==> config.mk <==
export PLATFORM = sky130hd
export DESIGN_NAME = uart_rx_unit_flat
export DESIGN_NICKNAME = d
export VERILOG_FILES = /design/src/rtl/uart_rx_if.sv /design/src/rtl/uart_rx_unit.sv /design/src/flat_wrapper.sv
export SDC_FILE = /design/constraint.sdc
export NUM_CORES = 1
export LEC_CHECK = 0
export ABC_CLOCK_PERIOD_IN_PS = 1410
export BUFFER_PORTS_ARGS = -buffer_cell sky130_fd_sc_hd__buf_2
export CORE_MARGIN = 8
export CORE_UTILIZATION = 53
export DETAILED_ROUTE_END_ITERATION = 10
export PLACE_DENSITY = 0.73
export SYNTH_ARGS = -nofsm -noshare
export SYNTH_HDL_FRONTEND = slang
export SYNTH_SLANG_ARGS = --single-unit
==> constraint.sdc <==
create_clock -name clk -period 1.41 [get_ports clk]
set_input_delay 0.141 -clock clk [delete_from_list [all_inputs] [get_ports clk]]
set_output_delay 0.141 -clock clk [all_outputs]
set_load 0.005 [all_outputs]
==> src/rtl/uart_rx_if.sv <==
// Byte-side and line-side signals of the UART receiver.
// The receiver uses the slave modport; the host/driver side uses the master modport.
interface uart_rx_if #(
  parameter int PAYLOAD_BITS = 8
);
  logic                    uart_rxd;
  logic                    uart_rx_en;
  logic                    uart_rx_break;
  logic                    uart_rx_valid;
  logic [PAYLOAD_BITS-1:0] uart_rx_data;

  modport slave  (input  uart_rxd, uart_rx_en,
                  output uart_rx_break, uart_rx_valid, uart_rx_data);
  modport master (output uart_rxd, uart_rx_en,
                  input  uart_rx_break, uart_rx_valid, uart_rx_data);
endinterface

==> src/rtl/uart_rx_unit.sv <==
// Asynchronous serial receiver (8N1 default, LSB first) with break detection.
// Define UART_RX_MAJORITY_EN to take each bit as a 2-of-3 vote around mid-bit.
module uart_rx_unit #(
  parameter int BIT_RATE     = 9600,
  parameter int CLK_HZ       = 48000000,
  parameter int PAYLOAD_BITS = 8,
  parameter int STOP_BITS    = 1
) (
  input  logic     clk,
  input  logic     reset,
  uart_rx_if.slave rx
);
  localparam int CYCLES_PER_BIT = CLK_HZ / BIT_RATE;
  localparam int HALF_BIT       = CYCLES_PER_BIT / 2;
  localparam int CNT_W          = $clog2(CYCLES_PER_BIT + 1);
  localparam int IDX_W          = (PAYLOAD_BITS > 1) ? $clog2(PAYLOAD_BITS) : 1;
  localparam int SB_W           = $clog2(STOP_BITS + 1);
`ifdef UART_RX_MAJORITY_EN
  localparam int START_AT       = HALF_BIT + 1;
`else
  localparam int START_AT       = HALF_BIT;
`endif
  // After the start decision the counter restarts, so every later decision is one full bit on.
  localparam int BIT_AT         = CYCLES_PER_BIT - 1;

  localparam logic [1:0] IDLE  = 2'd0;
  localparam logic [1:0] START = 2'd1;
  localparam logic [1:0] DATA  = 2'd2;
  localparam logic [1:0] STOP  = 2'd3;

  logic [1:0]              sync_q, sync_d;
  logic                    prev_q, prev_d;
  logic [1:0]              state_q, state_d;
  logic [CNT_W-1:0]        cnt_q, cnt_d;
  logic [IDX_W-1:0]        idx_q, idx_d;
  logic [SB_W-1:0]         stop_q, stop_d;
  logic [PAYLOAD_BITS-1:0] sr_q, sr_d;
  logic [PAYLOAD_BITS-1:0] data_q, data_d;
  logic                    valid_q, valid_d;
  logic                    brk_q, brk_d;
  logic                    rxd_s, bit_s;

  assign rxd_s = sync_q[1];

`ifdef UART_RX_MAJORITY_EN
  logic [1:0] hist_q, hist_d;
  assign hist_d = {hist_q[0], rxd_s};
  assign bit_s  = (hist_q[1] & hist_q[0]) | (hist_q[1] & rxd_s) | (hist_q[0] & rxd_s);
  always_ff @(posedge clk) begin
    if (reset) hist_q <= 2'b11;
    else       hist_q <= hist_d;
  end
`else
  assign bit_s = rxd_s;
`endif

  always_comb begin
    sync_d  = {sync_q[0], rx.uart_rxd};
    prev_d  = rxd_s;
    state_d = state_q;
    cnt_d   = cnt_q + CNT_W'(1);
    idx_d   = idx_q;
    stop_d  = stop_q;
    sr_d    = sr_q;
    data_d  = data_q;
    valid_d = 1'b0;
    brk_d   = 1'b0;
    case (state_q)
      IDLE: begin
        cnt_d = '0;
        // Needs a prior high sample, so a stuck-low line cannot retrigger.
        if (rx.uart_rx_en && prev_q && !rxd_s) state_d = START;
      end
      START: begin
        if (cnt_q == CNT_W'(START_AT)) begin
          if (!bit_s) begin
            state_d = DATA;
            cnt_d   = '0;
            idx_d   = '0;
          end else begin
            state_d = IDLE;
          end
        end
      end
      DATA: begin
        if (cnt_q == CNT_W'(BIT_AT)) begin
          sr_d[idx_q] = bit_s;
          cnt_d       = '0;
          idx_d       = idx_q + IDX_W'(1);
          if (idx_q == IDX_W'(PAYLOAD_BITS - 1)) begin
            state_d = STOP;
            stop_d  = '0;
          end
        end
      end
      STOP: begin
        if (cnt_q == CNT_W'(BIT_AT)) begin
          cnt_d = '0;
          if (!bit_s) begin
            brk_d   = (sr_q == '0);
            state_d = IDLE;
          end else if (stop_q == SB_W'(STOP_BITS - 1)) begin
            valid_d = 1'b1;
            data_d  = sr_q;
            state_d = IDLE;
          end else begin
            stop_d = stop_q + SB_W'(1);
          end
        end
      end
      default: state_d = IDLE;
    endcase
    if (!rx.uart_rx_en) begin
      state_d = IDLE;
      cnt_d   = '0;
      idx_d   = '0;
      stop_d  = '0;
      valid_d = 1'b0;
      brk_d   = 1'b0;
    end
  end

  always_ff @(posedge clk) begin
    if (reset) begin
      sync_q  <= 2'b11;
      prev_q  <= 1'b1;
      state_q <= IDLE;
      cnt_q   <= '0;
      idx_q   <= '0;
      stop_q  <= '0;
      sr_q    <= '0;
      data_q  <= '0;
      valid_q <= 1'b0;
      brk_q   <= 1'b0;
    end else begin
      sync_q  <= sync_d;
      prev_q  <= prev_d;
      state_q <= state_d;
      cnt_q   <= cnt_d;
      idx_q   <= idx_d;
      stop_q  <= stop_d;
      sr_q    <= sr_d;
      data_q  <= data_d;
      valid_q <= valid_d;
      brk_q   <= brk_d;
    end
  end

  assign rx.uart_rx_valid = valid_q;
  assign rx.uart_rx_break = brk_q;
  assign rx.uart_rx_data  = data_q;
endmodule

==> src/flat_wrapper.sv <==
// flat-port wrapper written by rule: the top's interface ports become plain ports
module uart_rx_unit_flat 
#(
  parameter int BIT_RATE     = 9600,
  parameter int CLK_HZ       = 48000000,
  parameter int PAYLOAD_BITS = 8,
  parameter int STOP_BITS    = 1
)
  (clk, reset, rx_uart_rxd, rx_uart_rx_en, rx_uart_rx_break, rx_uart_rx_valid, rx_uart_rx_data);
  uart_rx_if #(.PAYLOAD_BITS(PAYLOAD_BITS)) rx_i ();
  input  logic clk;
  input  logic reset;
  input wire logic [$bits(rx_i.uart_rxd)-1:0] rx_uart_rxd;
  input wire logic [$bits(rx_i.uart_rx_en)-1:0] rx_uart_rx_en;
  output wire logic [$bits(rx_i.uart_rx_break)-1:0] rx_uart_rx_break;
  output wire logic [$bits(rx_i.uart_rx_valid)-1:0] rx_uart_rx_valid;
  output wire logic [$bits(rx_i.uart_rx_data)-1:0] rx_uart_rx_data;
  assign rx_i.uart_rxd = rx_uart_rxd;
  assign rx_i.uart_rx_en = rx_uart_rx_en;
  assign rx_uart_rx_break = rx_i.uart_rx_break;
  assign rx_uart_rx_valid = rx_i.uart_rx_valid;
  assign rx_uart_rx_data = rx_i.uart_rx_data;
  uart_rx_unit #(.BIT_RATE(BIT_RATE), .CLK_HZ(CLK_HZ), .PAYLOAD_BITS(PAYLOAD_BITS), .STOP_BITS(STOP_BITS)) u_core (.clk(clk), .reset(reset), .rx(rx_i));
endmodule
==> impl_metrics.toml <==
[status]
outcome = "finished, violations left"
failed_checks = "negative setup slack"

[global_route]
grt_overflow = 0
largest_net_degree_at_the_start_of_global_routing = 22
global_router_s_overall_resource_usage_pct = 16.3
global_route_wire_length_before_repair_um = 7110
vias_in_the_first_global_route = 1607
grt_antenna_before_repair = 0

[layout]
flow.area_growth_from_synthesis_pct = 31.5
num_antenna_cells = 0
final_layout_size_suffix_gt1_share_pct = 37.4
stdcell_area_um2 = 2470
final_net_count = 250
layoutNonFillerInstCount = 289
layout_commonest_cell = "sky130_fd_sc_hd__dfxtp_1"
most-common-layout-cells = "37 x sky130_fd_sc_hd__dfxtp_1, 27 x sky130_fd_sc_hd__buf_4, 19 x sky130_fd_sc_hd__a21oi_1"
finalCoreUtilization_pct = 73.4

[power]
switching_power_uw = 399
p_int_uw = 1470
power.share.switching_pct = 21.3
p_comb_share_pct = 2.7
power.density_cell_area_nw_per_um2 = 758
power.static_leakage_uw = 0.000968
power.share.clock_pct = 38.3
portion_of_total_power_attributed_to_sequential_cells_pct = 59.0
vdd_drop_max_uv = 575

[sta]
slew_headroom_pct = 64.4
timing.final.crit_share_pct = 110
setup_repair_after_global_routing_missed_its_margin = "true"
maxClockFrequency_mhz = 647
period_needed_ns = 1.55
slew_violations = 0
skew_ns = 0.0168
finalWorstSetupSlack_ns = -0.136
timing_worst_slew_pin_value_ns = 0.533
hold_viol_final = 0
report.final.setup_viol = 34
finalSetupTns_ns = -3.11

[cts]
cts_root_buf = "sky130_fd_sc_hd__clkbuf_4"
max-clock-path-buffers = 2
clock_sinks = 39
htree_num_levels = 2
clock_latency_ns = 0.35
cts.clk_slew.worst_paths_ns = 0.12
cts-buffers-inserted = 5
cts_tree = "built"

[setup_path]
critPathRequiredTime_ns = 1.65
crit_path_start_kind = "register"
path_class = "reg2reg"
crit_path_cell_trace = "ha_4 -> and4b_2 -> and4_1 -> buf_6 -> nand4_4 -> mux2i_1"
critical_path.n_buffers_inverters = 1
crit_family = "simple AND/OR/NAND/NOR gates"
worstPathMaxFanout = 8
crit_path_max_incr_delay_ns = 0.39
timing.critical_path.to_type = "register"
worst_ep_arrival_time_ns = 1.79
critPathSlowestCell = "sky130_fd_sc_hd__dfxtp_4"

[route]
detail_route.vias_per_cell = 5.80
maxUsedRoutingLayer = "met4"
met1_wire_length_um = 1840
route.detailed.drc = 0
drt_wl_total_um = 4500
drt.antenna.violating_nets = 0
routed_met2_length_um = 2420
routedWlPerCell_um = 15.6
dr.first_iter.drc_count = 226
wl_met3_um = 171
vias = 1675
first_pass_iters = 8

[placement]
portBuffers = 13
postPlaceCellArea_um2 = 2260
pre_cts_ws_ns = -0.129
place_congestion = 0.800
placed_cells_incl_taps = 278
dpl.hpwl_um = 3140

[floorplan]
fp.dieW_um = 75.5
placement_rows = 21
initial_core_utilization_pct = 55.8
fp.dieH_um = 75.5
die_area_um2 = 5700
floorplan_core_area_um2 = 3360
num_ports = 14

[hold_path]
hold_class = "in2reg"

[synthesis]
post_synth.cell_area_avg_um2 = 9.43
synth_fp_nets = 207
synthDistinctLibCells = 46
synth.yosys.warnings = 0
synth.yosys.seq_area_share_pct = 41.6
synth_enable_flop_cells = 0
postSynthRegisterBits = 39
synth-main-ff-cell = "sky130_fd_sc_hd__dfxtp_1"
synth_async_sr_flop_share_pct = 0
number_of_instances_in_the_synthesized_netlist = 199
synthesized_cell_area_um2 = 1880

[run]
maxCapViolCount = 0
-- worst paths after layout --
kind                                        from                 endpoint  slack [ns]  cells past startpoint
worst max-delay path             u_core.cnt_q[1]           u_core.sr_q[7]       -0.14                      6
worst min-delay path               rx_uart_rx_en  u_core.rx.uart_rx_valid        0.09                      3
worst max register to register   u_core.cnt_q[1]           u_core.sr_q[7]       -0.14                      6
worst min register to register  u_core.sync_q[0]         u_core.sync_q[1]        0.42                      1
-- flip-flops by register name (all words and copies together) (netlist names), named ones only --
name,cells
u_core.prev_q,1
u_core.sr_q,8
u_core.sync_q,2
u_core.rx.uart_rx_data,8
u_core.cnt_q,13
u_core.rx.uart_rx_valid,1
u_core.rx.uart_rx_break,1
u_core.state_q,1
u_core.idx_q,3
-- per-layer routing --
metal	up-vias	GRT usage, %
met1	807	17.5
li1	821	-
met5	-	0
met4	0	7.04
met2	36	29.8
met3	11	3.55
-- worst reg2reg max path, stage by stage, from the launching register on --
cell and delay, ns:
sky130_fd_sc_hd__dfxtp_4 0.39, sky130_fd_sc_hd__ha_4 0.14, sky130_fd_sc_hd__and4b_2 0.27, sky130_fd_sc_hd__and4_1 0.22
sky130_fd_sc_hd__buf_6 0.16, sky130_fd_sc_hd__nand4_4 0.11, sky130_fd_sc_hd__mux2i_1 0.15
-- per-stage QoR --
stage	hold slack, ns	total power [uW]
after floorplan	0.245	1160
after global placement	0.325	1170
after detailed placement	0.328	1180
after CTS	0.0857	1890
after global routing	0.120	1940
final	0.0940	1870
-- cell families (layout without fill, tap and decap cells) --
family | Yosys count | after routing | share of synthesized area, %
AO/OA/AOI/OAI | 41 | 41 | 12.7
XOR/XNOR | 9 | 9 | 4.20
adder cells (fa/ha/maj) | 4 | 4 | 2.67
buffers and inverters | 17 | 61 | 4.93
flip-flops | 39 | 39 | 41.6
multiplexers | 7 | 7 | 3.73
AND/OR/NAND/NOR | 82 | 82 | 30.1
-- area by class of cell --
| cell class | instances | area [um^2] |
|---|---|---|
| Clock inverter | 1 | 5.00 |
| Sequential cell | 39 | 788 |
| Inverter | 3 | 13.8 |
| Multi-Input combinational cell | 143 | 1140 |
| Clock buffer | 7 | 76.3 |
| Tap cell | 46 | 57.6 |
| Fill cell | 267 | 895 |
| Timing Repair Buffer | 50 | 390 |
-- power by group through the flow --
stage,logic [uW],registers (uW),clock network [uW]
3_5_place_dp,46.0,1130,0
5_1_grt,54.2,1100,778
4_1_cts,48.8,1110,734
3_3_place_gp,45.0,1130,0
2_1_floorplan,26.3,1130,0
6_report,50.8,1100,716
-- cells in the mapped netlist (all sizes together) (4+ instances only) --
master  count  share of area (%)
nand3      15                4.5
o21ai      12                3.2
nand2       6                1.2
nand2b      9                3.0
xor2        5                2.3
clkbuf      6                1.3
nor2b       4                1.3
dfxtp      39                 42
a21oi      20                5.3
buf         8                3.1
nor3        5                1.3
xnor2       4                1.9
mux2i       7                3.7
ha          4                2.7
nand4      15                6.0
-- timing repair --
item	in CTS	in global routing
hold buffers	1	0
setup buffers	0	0
cloned	0	2
pin swaps	3	12
hold endpoints to repair	1	0
gates resized for setup	4	30
endpoints found under the setup margin	33	36
(Power assumes the default switching activity.)
